===== src/rtl/frame_config_writer.sv =====
// Frame-protocol config writer: assembles NumRows stream words into FrameData,
// then pulses one FrameStrobe line of a fabric column.
//
// state  | meaning
// Idle   | waiting for a header word (0xFAB0 in [31:16]); other words dropped
// Load   | capturing data beats into FrameData rows 0..NumRows-1
// Setup  | FrameData settling ahead of the strobe, SetupCycles long
// Strobe | one-hot FrameStrobe high for StrobeCycles
// Hold   | one quiet cycle with FrameData held before returning to Idle
module frame_config_writer #(
  parameter int MaxFramesPerCol = 20,
  parameter int FrameBitsPerRow = 32,
  parameter int NumRows         = 16,
  parameter int SetupCycles     = 1,
  parameter int StrobeCycles    = 1
) (
  input  logic                                 UserCLK,
  input  logic                                 Reset,
  input  logic [31:0]                          s_data,
  input  logic                                 s_valid,
  output logic                                 s_ready,
  output logic [NumRows*FrameBitsPerRow-1:0]   FrameData,
  output logic [MaxFramesPerCol-1:0]           FrameStrobe,
  output logic                                 busy,
  output logic                                 err,
  output logic [15:0]                          frames_written
);

  localparam int RowW = (NumRows > 1) ? $clog2(NumRows) : 1;
  localparam logic [RowW-1:0] LastRow   = RowW'(NumRows - 1);
  localparam logic [15:0]     SetupLoad  = 16'(SetupCycles - 1);
  localparam logic [15:0]     StrobeLoad = 16'(StrobeCycles - 1);
  localparam logic [15:0]     HeaderTag  = 16'hFAB0;

  typedef enum logic [2:0] {Idle, Load, Setup, Strobe, Hold} stateE;

  stateE                      state, stateNext;
  logic [15:0]                timer, timerNext;
  logic [RowW-1:0]            rowCnt, rowNext;
  logic [7:0]                 idx, idxNext;
  logic                       beat, beatLoad, errSet;
  logic [MaxFramesPerCol-1:0] strobeOneHot;

  assign beat = s_valid & s_ready;

  always_comb begin
    stateNext = state;
    timerNext = timer;
    rowNext   = rowCnt;
    idxNext   = idx;
    beatLoad  = 1'b0;
    errSet    = 1'b0;
    unique case (state)
      Idle: begin
        if (beat && s_data[31:16] == HeaderTag) begin
          idxNext   = s_data[7:0];
          rowNext   = '0;
          stateNext = Load;
        end
      end
      Load: begin
        if (beat) begin
          beatLoad = 1'b1;
          if (rowCnt == LastRow) begin
            rowNext = '0;
            if (32'(idx) < MaxFramesPerCol) begin
              stateNext = Setup;
              timerNext = SetupLoad;
            end else begin
              errSet    = 1'b1;
              stateNext = Idle;
            end
          end else begin
            rowNext = rowCnt + 1'b1;
          end
        end
      end
      Setup: begin
        if (timer == 16'd0) begin
          stateNext = Strobe;
          timerNext = StrobeLoad;
        end else begin
          timerNext = timer - 16'd1;
        end
      end
      Strobe: begin
        if (timer == 16'd0) stateNext = Hold;
        else                timerNext = timer - 16'd1;
      end
      Hold:    stateNext = Idle;
      default: stateNext = Idle;
    endcase
  end

  // idx only changes in Idle, so it is stable whenever Strobe is entered.
  always_comb begin
    strobeOneHot = '0;
    for (int f = 0; f < MaxFramesPerCol; f++) begin
      if (32'(idx) == f) strobeOneHot[f] = 1'b1;
    end
  end

  // Outputs are registered from the next state so they line up with it.
  always_ff @(posedge UserCLK) begin
    if (Reset) begin
      state          <= Idle;
      timer          <= '0;
      rowCnt         <= '0;
      idx            <= '0;
      FrameData      <= '0;
      FrameStrobe    <= '0;
      busy           <= 1'b0;
      err            <= 1'b0;
      frames_written <= '0;
      s_ready        <= 1'b1;
    end else begin
      state       <= stateNext;
      timer       <= timerNext;
      rowCnt      <= rowNext;
      idx         <= idxNext;
      s_ready     <= (stateNext == Idle) || (stateNext == Load);
      busy        <= (stateNext != Idle);
      FrameStrobe <= (stateNext == Strobe) ? strobeOneHot : '0;
      if (errSet) err <= 1'b1;
      if (stateNext == Strobe && state != Strobe && frames_written != 16'hFFFF)
        frames_written <= frames_written + 16'd1;
      for (int r = 0; r < NumRows; r++) begin
        if (beatLoad && rowCnt == RowW'(r))
          FrameData[r*FrameBitsPerRow +: FrameBitsPerRow] <= s_data;
      end
    end
  end

endmodule

===== config.mk =====
export PLATFORM = sky130hd
export DESIGN_NAME = frame_config_writer
export DESIGN_NICKNAME = d
export VERILOG_FILES = /design/src/rtl/frame_config_writer.sv
export SDC_FILE = /design/constraint.sdc
export NUM_CORES = 1
export LEC_CHECK = 0
export CAP_MARGIN = 20
export CORE_AREA = 2 2 230 232
export DETAILED_ROUTE_END_ITERATION = 8
export DIE_AREA = 0 0 232 234
export PLACE_DENSITY = 0.76
export SLEW_MARGIN = 5
export SYNTH_ARGS = -nofsm -noshare
export SYNTH_HDL_FRONTEND = slang
export SYNTH_SLANG_ARGS = --single-unit

===== constraint.sdc =====
create_clock -name UserCLK -period 5.68 [get_ports UserCLK]
set_clock_uncertainty 0.2 [all_clocks]
set_input_delay 0.568 -clock UserCLK [delete_from_list [all_inputs] [get_ports UserCLK]]
set_output_delay 0.568 -clock UserCLK [all_outputs]
set_load 0.02 [all_outputs]

==> results.yml <==
drt:
  drt_iter0_markers: 1144
  vias_per_cell: 5.21
  via_count: 17400
  drc_errors: 0
  wl_per_cell_microns: 22.2
  drt-pass1-iter-count: 7
  antenna_left: 0
  routed_wl_mm: 74.1
hold_path:
  holdCritStartpoint: "Reset"
  hold_path_end: "FrameData[49]$_SDFFE_PP0P_"
  hold_path_class: "primary input to flip-flop"
  hold_path_depth: 2
pwr:
  p_comb_share_pct: 2.5
  p_clk_share_pct: 48.6
  ir_worst_vdd_mv: 0.245
  swShare_pct: 22.0
  p_int_w: 0.00651
  seqPwrFrac_pct: 48.8
  leakage_nw: 14.1
  power.net_switching_w: 0.00184
  cellPowerDensity_nw_per_um2: 280
cells_and_area:
  multi_input_area_sq_um: 9060
  syn_to_final_growth_pct: 38.8
  post-route-util_pct: 57.3
  register_area_sq_um: 11700
  nets: 2648
  final_layout_size_suffix_gt1_share_pct: 6.82
  fill_cells: 4385
  stdcell_area_sq_um: 29800
logic_synthesis:
  ys_seq_elements: 582
  postSynthCellCount: 2117
  yosysMostFrequentCell: "dfxtp_1"
  synth_area_leader_cell: "dfxtp_1"
  yosysSeqAreaShare_pct: 54.2
  synth.top_cells.by_count: "dfxtp_1, nor2_1, mux2i_1"
  synth_edf_count: 0
  yosys.area.top_type_share_pct: 54.2
  synthFlopType: "dfxtp_1"
  yosys-top-cells-area: "dfxtp_1, mux2i_1, nor2_1, clkbuf_1, buf_2"
  synth_nets: 2158
  ys_types: 63
  ys_warn_count: 0
  syn_area_sq_um: 21500
  syn_area_per_cell_sq_um: 10.1
  async_flop_share_pct: 0
sta:
  min_period_ns: 3.59
  fin_ws_ns: 2.09
  timing.final.crit_share_pct: 63.2
  setup_viol: 0
  rsz0062_at_grt: "no"
  slew_violations: 0
  worst_slew_pin_slew_ns: 1.33
  slew-limit-headroom_pct: 11.2
  tns_ns: 0
  timing.final.hold_violations: 0
  fmax_ghz: 0.278
die:
  die_h_microns: 234
  die_w_microns: 232
  io_pins: 586
  dieArea_sq_um: 54300
  core_sq_um: 52000
  rows: 84
  start_util_pct: 41.3
worst_setup_path:
  cp_max_fo: 20
  critical_path.top_delay_family: "simple AND/OR/NAND/NOR gates"
  critical_path.most_common_cell: "nor2_1"
  worstRegToRegCells: 6
  crit_chain: "nor2_1 > and4_1 > nand3_2 > buf_4 > mux2i_1 > nor2_1"
  max_stage_delay_ns: 0.89
  crit_arrival_ns: 3.84
  end_kind: "flip-flop"
  critical_path.slowest_cell: "and4_1"
  setup.worst_path.class: "flip-flop to flip-flop"
  r2r_end: "FrameData[456]$_SDFFE_PP0P_"
  r2r-start: "state[2]$_SDFF_PP0_"
  cp.required_ns: 5.93
  r2r_setup_slack_ns: 2.09
  cp_num_buf_inv: 1
  worstSetupStartpointType: "flip-flop"
clocking:
  cts-buffers-inserted: 58
  post_cts_resized: 0
  cts_tree: "yes"
  cts_setup_buffers: 0
  insertion_delay_ns: 0.62
  ctsLongestPathBuffers: 3
  clockRootBuffer: "clkbuf_16"
  postCtsHoldBufs: 0
  htreeDepth: 2
  clock-sinks: 582
  clk_transition_reported_paths_ns: 0.06
run_status:
  status: "finished clean"
run:
  maxCapViolCount: 0
place:
  placedInstanceArea_sq_um: 27800
  dpl.hpwl_mm: 49.1
  pre_cts_slack_ns: 1.68
  numPortBuffers: 585
  place_congestion: 0.832
global_route:
  grt_pass1_vias: 17200
  grt_max_degree: 248
  grt_pass1_wl_mm: 108
  grt_usage_pct: 26.2
  antenna_found_initial: 1
  grt-ovfl-total: 0
## registers in the layout, summed over array words and instances (netlist names)
| signal | cells |
|---|---|
| FrameData | 512 |
| frames_written | 16 |
| state | 3 |
| idx | 8 |
| timer | 16 |
| s_ready | 1 |
| FrameStrobe | 20 |
| err | 1 |
| busy | 1 |
| rowCnt | 4 |
## placed cells by master, fill, tap and decap left out, types with 4 or more instances in the layout
master and count:
a2111oi_0 5, a21oi_1 47, and2_1 4, and3_1 4, and4_1 4, buf_4 33, bufinv_16 7, clkbuf_1 9
clkbuf_16 59, clkbuf_8 12, clkdlybuf4s50_1 584, clkinv_2 7, clkinvlp_4 10, dfxtp_1 582, ha_1 6, inv_1 8
mux2i_1 491, nand2_1 82, nand2b_1 5, nand3_1 17, nand3_2 15, nand4_1 11, nor2_1 518, nor2b_1 7
nor3_1 10, nor4_1 11, nor4_2 7, nor4b_1 4, nor4b_2 4, o21ai_0 7, or3_1 10, xnor2_1 15
xor2_1 4
## routing by layer
metal | wire (microns) | share of wire (%) | up-vias | GRT usage, %
li1 | - | - | 8046 | -
met1 | 29700 | 40 | 8534 | 31.5
met2 | 35200 | 47 | 689 | 43.7
met3 | 6450 | 8.7 | 153 | 8.63
met4 | 2840 | 3.8 | 2 | 9.90
met5 | 13 | 0.018 | - | 0
## worst max-delay path by stage
stage,from,end,cells after the start
6_report,state[2]$_SDFF_PP0_,FrameData[456]$_SDFFE_PP0P_,6
4_1_cts,state[2]$_SDFF_PP0_,FrameData[456]$_SDFFE_PP0P_,6
2_1_floorplan,s_data[30],idx[3]$_SDFFE_PP0P_,7
3_3_place_gp,s_data[29],FrameStrobe[19]$_SDFF_PP0_,7
3_5_place_dp,s_data[29],FrameStrobe[11]$_SDFF_PP0_,7
5_1_grt,state[2]$_SDFF_PP0_,FrameData[90]$_SDFFE_PP0P_,6
## stage by stage
stage / total power [W] / instances / hold slack, ns
finish: 0.00835 / 3344 / 0.166
global route: 0.00858 / 3343 / 0.171
CTS: 0.00842 / 3342 / 0.144
detailed placement: 0.00438 / 3234 / 0.246
global placement: 0.00438 / 3234 / 0.238
floorplan: 0.00428 / 2117 / 0.257
## cell families (layout without fill, tap and decap cells)
family          after synthesis  after routing  share of synthesized area, %
other cells                   0              1                             0
mux                         494            494                          23.0
fa+ha+maj                     6              6                         0.350
compound gates               79             79                          2.41
buf+inv                     199            737                          3.95
xor+xnor                     19             19                         0.775
flops                       582            582                          54.2
simple gates                738            738                          15.2
## power by group through the flow
stage          sequential, W  combinational [W]  clock, W
3_5_place_dp         0.00417           0.000208         0
4_1_cts              0.00408           0.000209   0.00413
5_1_grt              0.00408           0.000221   0.00429
6_report             0.00408           0.000212   0.00406
3_3_place_gp         0.00417           0.000206         0
2_1_floorplan        0.00417           0.000110         0
## layout make-up
cell class	instances	area share, %
Timing Repair Buffer	621	20.7
Clock buffer	80	5.62
Inverter	8	0.101
Sequential cell	582	39.1
Tap cell	688	2.89
Clock inverter	28	1.23
Antenna cell	1	0.00839
Multi-Input combinational cell	1336	30.4
(Power assumes the default switching activity.)
